`src/rtl/id_ex_pipe_stage.sv`:
```
// ID->EX pipeline register with valid/ready handshake, a one-word skid entry and flush bubbles.
// Optional stall counter output enabled by defining ID_EX_STALL_CNT_EN.
module id_ex_pipe_stage #(
  parameter int CTRL_W   = 15,
  parameter int DATA_W   = 32,
  parameter int NUM_DATA = 4,
  parameter int RD_W     = 5
`ifdef ID_EX_STALL_CNT_EN
  ,
  parameter int CNT_W    = 32
`endif
) (
  input  logic                       clk,
  input  logic                       reset,
  input  logic                       flush,
  input  logic                       in_valid,
  output logic                       in_ready,
  input  logic [CTRL_W-1:0]          in_ctrl,
  input  logic [NUM_DATA*DATA_W-1:0] in_data,
  input  logic [RD_W-1:0]            in_rd,
  output logic                       out_valid,
  input  logic                       out_ready,
  output logic [CTRL_W-1:0]          out_ctrl,
  output logic [NUM_DATA*DATA_W-1:0] out_data,
  output logic [RD_W-1:0]            out_rd,
  output logic [1:0]                 occupancy
`ifdef ID_EX_STALL_CNT_EN
  ,
  output logic [CNT_W-1:0]           stall_cycles
`endif
);

  logic                       r_main_valid;
  logic [CTRL_W-1:0]          r_main_ctrl;
  logic [NUM_DATA*DATA_W-1:0] r_main_data;
  logic [RD_W-1:0]            r_main_rd;
  logic                       r_skid_valid;
  logic [CTRL_W-1:0]          r_skid_ctrl;
  logic [NUM_DATA*DATA_W-1:0] r_skid_data;
  logic [RD_W-1:0]            r_skid_rd;

  logic w_main_adv;
  logic w_accept;

  // Handshake: a word moves across a port in any cycle where that port's valid and ready are
  // both high at the rising edge. in_ready depends only on registered state, never on out_ready.
  assign in_ready   = reset | ~r_skid_valid;
  assign w_accept   = in_valid & ~r_skid_valid;
  assign w_main_adv = ~r_main_valid | out_ready;

  assign out_valid = r_main_valid;
  assign out_ctrl  = r_main_valid ? r_main_ctrl : '0;
  assign out_data  = r_main_data;
  assign out_rd    = r_main_rd;
  assign occupancy = {1'b0, r_main_valid} + {1'b0, r_skid_valid};

  always_ff @(posedge clk) begin
    if (reset) begin
      r_main_valid <= 1'b0;
      r_main_ctrl  <= '0;
      r_main_data  <= '0;
      r_main_rd    <= '0;
      r_skid_valid <= 1'b0;
      r_skid_ctrl  <= '0;
      r_skid_data  <= '0;
      r_skid_rd    <= '0;
    end else if (flush) begin
      // Data and rd are left alone; only the control words are zeroed.
      r_main_valid <= 1'b0;
      r_main_ctrl  <= '0;
      r_skid_valid <= 1'b0;
      r_skid_ctrl  <= '0;
    end else if (w_main_adv) begin
      if (r_skid_valid) begin
        r_main_valid <= 1'b1;
        r_main_ctrl  <= r_skid_ctrl;
        r_main_data  <= r_skid_data;
        r_main_rd    <= r_skid_rd;
        r_skid_valid <= w_accept;
        if (w_accept) begin
          r_skid_ctrl <= in_ctrl;
          r_skid_data <= in_data;
          r_skid_rd   <= in_rd;
        end
      end else begin
        r_main_valid <= w_accept;
        if (w_accept) begin
          r_main_ctrl <= in_ctrl;
          r_main_data <= in_data;
          r_main_rd   <= in_rd;
        end
      end
    end else if (w_accept) begin
      r_skid_valid <= 1'b1;
      r_skid_ctrl  <= in_ctrl;
      r_skid_data  <= in_data;
      r_skid_rd    <= in_rd;
    end
  end

`ifdef ID_EX_STALL_CNT_EN
  logic [CNT_W-1:0] r_stall_cnt;

  // Saturating; flush deliberately does not clear it.
  always_ff @(posedge clk) begin
    if (reset) begin
      r_stall_cnt <= '0;
    end else if (r_main_valid & ~out_ready & ~(&r_stall_cnt)) begin
      r_stall_cnt <= r_stall_cnt + {{(CNT_W-1){1'b0}}, 1'b1};
    end
  end

  assign stall_cycles = r_stall_cnt;
`endif

endmodule

```
`config.mk`:
```
export PLATFORM = sky130hd
export DESIGN_NAME = id_ex_pipe_stage
export DESIGN_NICKNAME = d
export VERILOG_FILES = /design/src/rtl/id_ex_pipe_stage.sv
export SDC_FILE = /design/constraint.sdc
export NUM_CORES = 1
export LEC_CHECK = 0
export CAP_MARGIN = 20
export CORE_MARGIN = 10
export CORE_UTILIZATION = 50
export DETAILED_ROUTE_END_ITERATION = 8
export GPL_ROUTABILITY_DRIVEN = 0
export PLACE_DENSITY_LB_ADDON = 0.1
export SYNTH_ARGS = -nofsm -noshare
export SYNTH_HDL_FRONTEND = slang
export SYNTH_SLANG_ARGS = --single-unit
export TNS_END_PERCENT = 30
```
`constraint.sdc`:
```
create_clock -name clk -period 2.85 [get_ports clk]
set_input_delay 0.855 -clock clk [delete_from_list [all_inputs] [get_ports clk]]
set_output_delay 0.855 -clock clk [all_outputs]
set_load 0.03 [all_outputs]
```
==> summary.txt, run 1 <==
======================================================================================================
CTS Buf Count                                                                                       31
Cell count after placement                                                                       1,881
Non-Filler Instances                                                                             1,939
Starting DRT DRC Count                                                                           1,294
Cell type of the slowest stage on the worst timing path                                   clkdlybuf4s50_1
Combined global-route utilization of all metal layers                                            23.8%
Worst slew slack as a fraction of its limit                                                      34.6%
Share of the cycle needed by the critical path after routing                                     96.7%
Critical Setup Path Class                                                                 flip-flop to output pin
Worst-Skew Late Latency                                                                         560 ps
Max_cap viols                                                                                        0
Pin count of the biggest net entering global routing                                               122
Total power divided by cell area                                                            578 mW/mm2
Share of final-layout standard cells stronger than drive strength 1                              9.98%
Placed wire-length estimate                                                                  25,700 um
Number of H-tree branching levels                                                                    1
Leading cell type in the layout, fill and taps excluded                                        dfxtp_1
Run status                                                                                finished, final reports clean
Worst Clk Skew                                                                                 9.84 ps
Number of instances in the synthesized netlist                                                   1,393
Worst min-delay path category                                                             flip-flop to flip-flop
Data required time at the worst endpoint                                                       2000 ps
Sequential cell area fraction in the yosys report                                                46.1%
Worst path max stage delay                                                                      660 ps
Number of global-route vias before repair                                                       11,700
Count of unresolved DRC violations after routing                                                     0
CP Data Arrival Time                                                                           1900 ps
Summed negative setup slack over all endpoints                                                    0 ps
Buf/Inv on CP                                                                                        1
Max Freq                                                                                     0.363 GHz
Top Ports                                                                                          305
Initial core utilization                                                                         51.1%
Die W                                                                                           181 um
Cell area after synthesis                                                                   0.0129 mm2
Overall power after layout                                                                     9900 uW
Critical path startpoint category                                                            flip-flop
Min Tclk post-route                                                                            2760 ps
Number of antenna violations at the first check in global routing                                    7
Number of buffers inserted by hold repair at cts                                                     0
Post-CTS Resized                                                                                    12
Flops & latches, synth                                                                             298
Setup-violating endpoint count in the final report                                                   0
Largest delay share family, worst path                                                    buffers and inverters
Post-synthesis net count                                                                         1,547
Drt via density                                                                                   6.10
Buffer levels on the longest clock path                                                              3
Buffer count from post-CTS setup fixing                                                              0
FP Rows                                                                                             58
Unrepaired setup endpoints after global routing                                                  false
Detailed-route wire length per cell                                                            21.5 um
Endpoint class of the critical path                                                         output pin
Die Outline Area                                                                            0.0327 mm2
Net count reported at finish                                                                     1,738
Total count of hold-check failures in the final report                                               0
Detailed Routing Iterations Pass 1                                                                   7
Post-route ant nets                                                                                  0
Slew Viols, Final                                                                                    0
Clock transition at the register clock pins on the worst setup and hold paths after CTS          60 ps
Placeable Area                                                                              0.0253 mm2
List of cells traversed by the critical path                                              ha_1 -> clkdlybuf4s50_1
Avg Synthesized Cell Area                                                                     9.29 um2
Slew of the pin with the lowest slew margin                                                     981 ps
Clock tree from TritonCTS                                                                        built
Number of sinks driven by the clock tree                                                           298
Total grt overflow                                                                                   0
Area grow syn2layout                                                                             32.2%
Clock tree root buffer cell                                                                  clkbuf_16
Detailed-route wire length                                                                   41,600 um
Global-route wire length before repair                                                       66,000 um
Leading cell types in the layout, fill and taps excluded                                  dfxtp_1 (297), clkdlybuf4s50_1 (289), a21oi_1 (164), mux2i_1 (148)
Total number of vias                                                                            11,800
Max rail drop VDD                                                                           0.000521 V
Synthesis Warnings                                                                                   0
Static power due to leakage                                                                 0.00537 uW
Count of different cell masters after synthesis                                                     25
DIE HEIGHT                                                                                      181 um
Largest fanout on the critical path                                                                  7
# port buffers                                                                                     304
======================================================================================================
[worst reg2reg max path: stages (launching register included)]
cell and delay [ps]:
dfxtp_4 350, buf_4 300, buf_4 800, mux2i_1 270
a211oi_1 290
[registers in the layout, indices dropped and copies added (netlist names)]
register,flops
out_data,128
r_skid_data,128
r_main_ctrl,15
r_skid_ctrl,15
out_rd,5
r_skid_rd,5
out_valid,1
r_skid_valid,1
[metal layers]
metal	share of wire (%)	global-route usage (%)	up-vias
met5	0.067	0	-
met3	7.9	5.85	64
met1	43	31.8	5743
met2	46	36.8	406
li1	-	-	5608
met4	2.7	7.74	4
[path summary, 6_finish.rpt]
check                                startpoint               to  slack [ps]  cells after the start
worst max-delay path                  out_valid     occupancy[0]          90                      2
worst min register to register  r_skid_ctrl[12]  r_skid_ctrl[12]         450                      2
worst min-delay path            r_skid_ctrl[12]  r_skid_ctrl[12]         450                      2
worst max register to register     r_skid_valid    out_data[114]         750                      4
[cell usage after synthesis]
library cell / count / share of area [%]
a211oi_1: 78 / 4.5
a211oi_2: 70 / 6.8
a21oi_1: 164 / 6.3
a31oi_1: 133 / 6.4
and2_1: 16 / 0.77
and3_1: 1 / 0.048
and4bb_2: 1 / 0.097
buf_1: 5 / 0.15
buf_2: 15 / 0.58
buf_4: 2 / 0.12
buf_6: 8 / 0.70
clkbuf_1: 149 / 4.3
clkinv_1: 1 / 0.029
dfxtp_1: 298 / 46
ha_1: 1 / 0.097
mux2i_1: 148 / 11
nand2_1: 30 / 0.87
nand2b_1: 2 / 0.097
nand3_1: 133 / 5.1
nand4bb_1: 1 / 0.087
nor2_1: 1 / 0.029
nor3_1: 1 / 0.039
o21ai_0: 133 / 5.1
or2_1: 1 / 0.048
or2_2: 1 / 0.048
[stage by stage]
step / hold slack [ps] / util (%) / setup slack, ps / area (um2)
final: 453 / 67.6 / 92.7 / 17100
after CTS: 455 / 67.5 / 70.3 / 17100
after global placement: 441 / 63.7 / 257 / 16100
after floorplan: 436 / - / 370 / 12900
after detailed placement: 447 / 63.7 / 153 / 16100
after global routing: 476 / 67.6 / 13.6 / 17100
[final cells by class]
class / count / area (um2)
well taps: 330 / 413
inverters: 1 / 11.3
multi-input cells: 915 / 6250
clock buffers: 44 / 885
fillers: 2062 / 8210
diodes: 5 / 12.5
clock inverters: 9 / 98.8
repair buffers: 337 / 3480
flip-flops and latches: 298 / 5970
[power by group]
group	internal, uW	switching (uW)	total [uW]
registers	4320	97.4	4420
logic	652	876	1530
clock network	2320	1630	3950
total	7290	2610	9900
[kinds of logic (layout without fill, tap and decap cells)]
group | Yosys count | in the layout | synth area share [%]
compound gates | 578 | 578 | 29.2
fa+ha+maj | 1 | 1 | 0.0966
buf+inv | 180 | 391 | 5.89
flops | 298 | 298 | 46.1
mux | 148 | 148 | 11.4
other cells | 0 | 5 | 0
simple gates | 188 | 188 | 7.28
(Power assumes the default switching activity.)
==> run 2: changes to the inputs <==
--- a/config.mk
+++ b/config.mk
@@ -6,6 +6,7 @@
 export NUM_CORES = 1
 export LEC_CHECK = 0
 export CAP_MARGIN = 20
+export CORE_ASPECT_RATIO = 1.4
 export CORE_MARGIN = 10
 export CORE_UTILIZATION = 50
 export DETAILED_ROUTE_END_ITERATION = 8
==> run 2 against run 1 <==
- die area rose by 0.28%
- critical path depth unchanged
- cell count is 0.62% lower
- cell area hardly changed
- first-iteration DRC count is 26% lower
- clock skew decreased by 0.67 ps
- via count down 0.89%
==> summary.txt, run 2 (same netlist as run 1, synthesis figures left out) <==
======================================================================================================
Max_cap viols                                                                                        0
# port buffers                                                                                     304
Setup-violating endpoint count in the final report                                                   0
Worst path max stage delay                                                                      670 ps
Area grow syn2layout                                                                             32.3%
Net count reported at finish                                                                     1,738
List of cells traversed by the critical path                                              ha_1 -> clkdlybuf4s50_1
Starting DRT DRC Count                                                                             959
Unrepaired setup endpoints after global routing                                                  false
Worst slew slack as a fraction of its limit                                                      39.8%
Post-route ant nets                                                                                  0
FP Rows                                                                                             69
Slew of the pin with the lowest slew margin                                                     903 ps
Share of final-layout standard cells stronger than drive strength 1                              10.0%
Share of the cycle needed by the critical path after routing                                     96.6%
Total grt overflow                                                                                   0
Crit path setup slack, layout                                                                  97.1 ps
Clock tree root buffer cell                                                                  clkbuf_16
Endpoint class of the critical path                                                         output pin
DIE HEIGHT                                                                                      210 um
Leading cell types in the layout, fill and taps excluded                                  clkdlybuf4s50_1 (298), dfxtp_1 (296), a21oi_1 (164), mux2i_1 (148)
Max Freq                                                                                     0.363 GHz
Cell type of the slowest stage on the worst timing path                                   clkdlybuf4s50_1
Critical path startpoint category                                                            flip-flop
Buf/Inv on CP                                                                                        1
Data required time at the worst endpoint                                                       2000 ps
Pin count of the biggest net entering global routing                                               139
Worst min-delay path category                                                             flip-flop to flip-flop
Worst Clk Skew                                                                                 9.17 ps
Final core area utilization                                                                      67.2%
Summed negative setup slack over all endpoints                                                    0 ps
Largest fanout on the critical path                                                                 18
Top Ports                                                                                          305
Number of H-tree branching levels                                                                    1
Largest delay share family, worst path                                                    buffers and inverters
HP Start                                                                                  r_skid_ctrl[12]
Count of unresolved DRC violations after routing                                                     0
Number of global-route vias before repair                                                       11,600
CTS Buf Count                                                                                       29
Number of buffers inserted by hold repair at cts                                                     0
Launching point of the worst reg2reg path                                                 r_skid_valid
Worst setup path startpoint                                                                  out_valid
Worst-Skew Late Latency                                                                         540 ps
Placeable Area                                                                              0.0255 mm2
Detailed Routing Iterations Pass 1                                                                   5
Detailed-route wire length per cell                                                            21.2 um
Placed wire-length estimate                                                                  25,000 um
Leading cell type in the layout, fill and taps excluded                                   clkdlybuf4s50_1
Total power divided by cell area                                                            572 mW/mm2
Clock tree from TritonCTS                                                                        built
Static power due to leakage                                                                 0.00536 uW
Combined global-route utilization of all metal layers                                            23.5%
Max rail drop VDD                                                                           0.000433 V
Pre-CTS WS                                                                                      160 ps
Die Outline Area                                                                            0.0328 mm2
Min Tclk post-route                                                                            2750 ps
Total number of vias                                                                            11,700
Number of sinks driven by the clock tree                                                           298
Global-route wire length before repair                                                       64,900 um
Worst hold slack                                                                                454 ps
Critical Setup Path Class                                                                 flip-flop to output pin
Clock transition at the register clock pins on the worst setup and hold paths after CTS          60 ps
Buffer levels on the longest clock path                                                              3
Initial core utilization                                                                         50.8%
Detailed-route wire length                                                                   40,900 um
Slew Viols, Final                                                                                    0
CP Data Arrival Time                                                                           1900 ps
Total count of hold-check failures in the final report                                               0
Die W                                                                                           156 um
Number of antenna violations at the first check in global routing                                    6
Run status                                                                                finished, final reports clean
Drt via density                                                                                   6.08
======================================================================================================
[run 2: cell count changes in the layout (fill, tap and decap cells not counted)]
cell	previous run	this run
dlygate4sd2_1	12	0
dfxtp_4	1	2
clkbuf_16	31	30
clkinv_8	0	1
clkinv_2	6	3
bufinv_16	2	1
clkdlybuf4s50_1	289	298
buf_4	19	21
inv_6	1	0
dlymetal6s2s_1	0	3
clkbuf_8	6	9
diode_2	5	4
dfxtp_1	297	296
[run 2: cell type report]
| cell class | instances | area [um2] |
|---|---|---|
| tap | 319 | 399 |
| timing repair buffer | 339 | 3510 |
| clock buffer | 46 | 901 |
| multi-input combinational | 915 | 6250 |
| fill | 2077 | 8350 |
| clock inverter | 5 | 61.3 |
| sequential | 298 | 5970 |
| antenna | 4 | 10.0 |
| inverter | 1 | 11.3 |
[run 2: path summary, 6_finish.rpt]
check / to / slack (ps) / cells past startpoint
worst min-delay path: r_skid_ctrl[12] / 450 / 2
worst max register to register: out_data[37] / 540 / 6
worst max-delay path: occupancy[0] / 100 / 2
worst min register to register: r_skid_ctrl[12] / 450 / 2
[run 2: timing repair]
item | CTS | global route
gates resized for setup | 1 | 4
pin swaps | 0 | 0
setup buffers | 1 | 0
endpoints found under the setup margin | 18 | 5
[run 2: routing by layer]
| layer | up-vias | GRT usage, % | routed length [um] |
|---|---|---|---|
| li1 | 5594 | - | - |
| met1 | 5681 | 30.1 | 17000 |
| met2 | 386 | 38.0 | 19800 |
| met3 | 55 | 6.03 | 3170 |
| met4 | 4 | 7.15 | 924 |
| met5 | - | 0 | 27 |
[run 2: worst reg2reg max path: stages (launching register included)]
cell,delay (ps)
dfxtp_4,350
buf_4,280
buf_4,400
or2_4,300
and3_4,410
buf_4,310
a211oi_1,110
[run 2: through the flow]
stage	cell area [um2]	power [uW]	instances
final	17100	9800	1927
after global routing	17100	10100	1927
after CTS	17100	9860	1923
after detailed placement	16100	6040	1871
after global placement	16100	6020	1871
after floorplan	12900	5330	1393
[run 2: report_power, final]
| part | total [uW] | switching [uW] | leakage, uW | internal, uW |
|---|---|---|---|---|
| clock network | 3850 | 1600 | 0.000475 | 2250 |
| registers | 4420 | 101 | 0.00243 | 4320 |
| logic | 1530 | 871 | 0.00245 | 655 |
| total | 9800 | 2570 | 0.00536 | 7230 |
==> run 3: changes to the inputs <==
--- a/config.mk
+++ b/config.mk
@@ -10,7 +10,7 @@
 export CORE_MARGIN = 10
 export CORE_UTILIZATION = 50
 export DETAILED_ROUTE_END_ITERATION = 8
-export GPL_ROUTABILITY_DRIVEN = 0
+export DONT_BUFFER_PORTS = 1
 export PLACE_DENSITY_LB_ADDON = 0.1
 export SYNTH_ARGS = -nofsm -noshare
 export SYNTH_HDL_FRONTEND = slang
==> run 3 against run 2 <==
- critical path depth stayed put
- hold slack worse by 70 ps
- wire length is 5.5% lower
- clock skew is 3.7 ps higher
- sequential share of layout area is 8.2 points higher
- register-to-register slack better by 290 ps
- clock power hardly changed
- cell count is 17% lower
==> summary.txt, run 3 (same netlist as run 1, synthesis figures left out) <==
======================================================================================================
Run status                                                                                finished, final reports clean
Summed negative setup slack over all endpoints                                                    0 ps
DIE HEIGHT                                                                                      210 um
Worst hold slack                                                                                384 ps
Number of global-route vias before repair                                                        9,905
Cell type of the slowest stage on the worst timing path                                           ha_1
Diodes inserted                                                                                      0
FP Rows                                                                                             69
Worst slew slack as a fraction of its limit                                                      29.2%
Total power divided by cell area                                                            662 mW/mm2
Number of sinks driven by the clock tree                                                           298
Launching point of the worst reg2reg path                                                 r_skid_valid
Net count reported at finish                                                                     1,421
Largest fanout on the critical path                                                                 20
Clock tree from TritonCTS                                                                        built
Highest routed layer                                                                              met4
Max Freq                                                                                     0.415 GHz
Critical path startpoint category                                                            flip-flop
Met3 layer wire length in the routed design                                                    4390 um
Post-CTS Resized                                                                                     0
Area grow syn2layout                                                                             7.00%
Max rail drop VDD                                                                           0.000431 V
Total grt overflow                                                                                   0
Post-route cell area                                                                        0.0138 mm2
Combined global-route utilization of all metal layers                                            21.8%
Max_cap viols                                                                                        0
Number of buffers inserted by hold repair at cts                                                     0
CTS Buf Count                                                                                       30
Reg2Reg Setup Slack                                                                             830 ps
Area of placed instances                                                                    0.0129 mm2
Static power due to leakage                                                                 0.00405 uW
Slew Viols, Final                                                                                    0
Endpoint class of the critical path                                                         output pin
Min Tclk post-route                                                                            2410 ps
Unrepaired setup endpoints after global routing                                                  false
Share of final-layout standard cells stronger than drive strength 1                              11.0%
Largest delay share family, worst path                                                     adder cells
Hold Path Sink                                                                            r_skid_data[123]
HP Start                                                                                         reset
Detailed-route wire length per cell                                                            24.1 um
Worst Clk Skew                                                                                 12.9 ps
Worst Reg2Reg Path Length in Cells                                                                   5
Gp weighted congestion                                                                           0.745
Detailed Routing Iterations Pass 1                                                                   5
Cell count of the worst hold path                                                                    1
Clock transition at the register clock pins on the worst setup and hold paths after CTS          60 ps
Data required time at the worst endpoint                                                       2000 ps
Total count of hold-check failures in the final report                                               0
Cell count after placement                                                                       1,554
Buf/Inv on CP                                                                                        1
Slew of the pin with the lowest slew margin                                                    1060 ps
Post-route ant nets                                                                                  0
Buffer levels on the longest clock path                                                              3
Placed wire-length estimate                                                                  22,200 um
Endpoint of the most critical register-to-register path                                   r_skid_data[62]
Die Outline Area                                                                            0.0328 mm2
Clock tree root buffer cell                                                                  clkbuf_16
List of cells traversed by the critical path                                              buf_4 -> ha_1
Number of antenna violations at the first check in global routing                                    0
Buffer count from post-CTS setup fixing                                                              0
Critical Setup Path Class                                                                 flip-flop to output pin
Total number of vias                                                                            10,500
Starting DRT DRC Count                                                                             758
Die W                                                                                           156 um
Drt via density                                                                                   6.56
Placeable Area                                                                              0.0255 mm2
Global-route wire length before repair                                                       59,400 um
Detailed-route wire length                                                                   38,600 um
Worst-Skew Late Latency                                                                         550 ps
Worst min-delay path category                                                             input port to flip-flop
Leading cell type in the layout, fill and taps excluded                                        dfxtp_1
Leading cell types in the layout, fill and taps excluded                                  dfxtp_1 (297), a21oi_1 (164), mux2i_1 (148)
Count of unresolved DRC violations after routing                                                     0
Top Ports                                                                                          305
Non-Filler Instances                                                                             1,606
Initial core utilization                                                                         50.8%
# port buffers                                                                                       0
Share of the cycle needed by the critical path after routing                                     84.5%
Number of H-tree branching levels                                                                    1
Worst path max stage delay                                                                      490 ps
Met2 wire length                                                                             18,400 um
Setup-violating endpoint count in the final report                                                   0
Met1 wire length                                                                             15,100 um
Pin count of the biggest net entering global routing                                               269
CP Data Arrival Time                                                                           1550 ps
======================================================================================================
[run 3: cell count changes in the layout (fill, tap and decap cells not counted), sizes merged]
cell | before | now
clkinv | 4 | 3
clkbuf | 46 | 47
clkinvlp | 0 | 1
diode | 4 | 0
buf | 38 | 21
dlymetal6s2s | 3 | 0
clkdlybuf4s50 | 298 | 0
[run 3: report_power, final]
| part | switching, uW | internal [uW] |
|---|---|---|
| Clock | 1610 | 2230 |
| Combinational | 370 | 239 |
| Sequential | 391 | 4320 |
[run 3: how the worst max path moves through the flow]
| stage | cells after the start | from | endpoint |
|---|---|---|---|
| floorplan | 3 | reset | in_ready |
| global placement | 5 | in_valid | out_data[127] |
| detailed placement | 5 | in_valid | out_data[97] |
| CTS | 2 | out_valid | occupancy[0] |
| global route | 2 | out_valid | occupancy[1] |
| finish | 2 | out_valid | occupancy[0] |
[run 3: per-stage QoR]
stage	util (%)	worst slack, ps	total power [uW]
floorplan	-	370	5330
global placement	50.7	570	5410
detailed placement	50.7	558	5420
CTS	54.4	410	9260
global route	54.4	373	9500
finish	54.4	442	9160
[run 3: final cells by class]
class,count,area [um2]
Clock buffer,47,896
Clock inverter,5,52.6
Fill cell,2293,11600
Inverter,1,11.3
Multi-Input combinational cell,915,6250
Sequential cell,298,5970
Tap cell,319,399
Timing Repair Buffer,21,270
[run 3: layer usage]
metal / track usage, % / vias up
li1: - / 4961
met1: 27.0 / 5160
met2: 34.7 / 362
met3: 8.88 / 47
met4: 5.52 / 0
met5: 0 / -
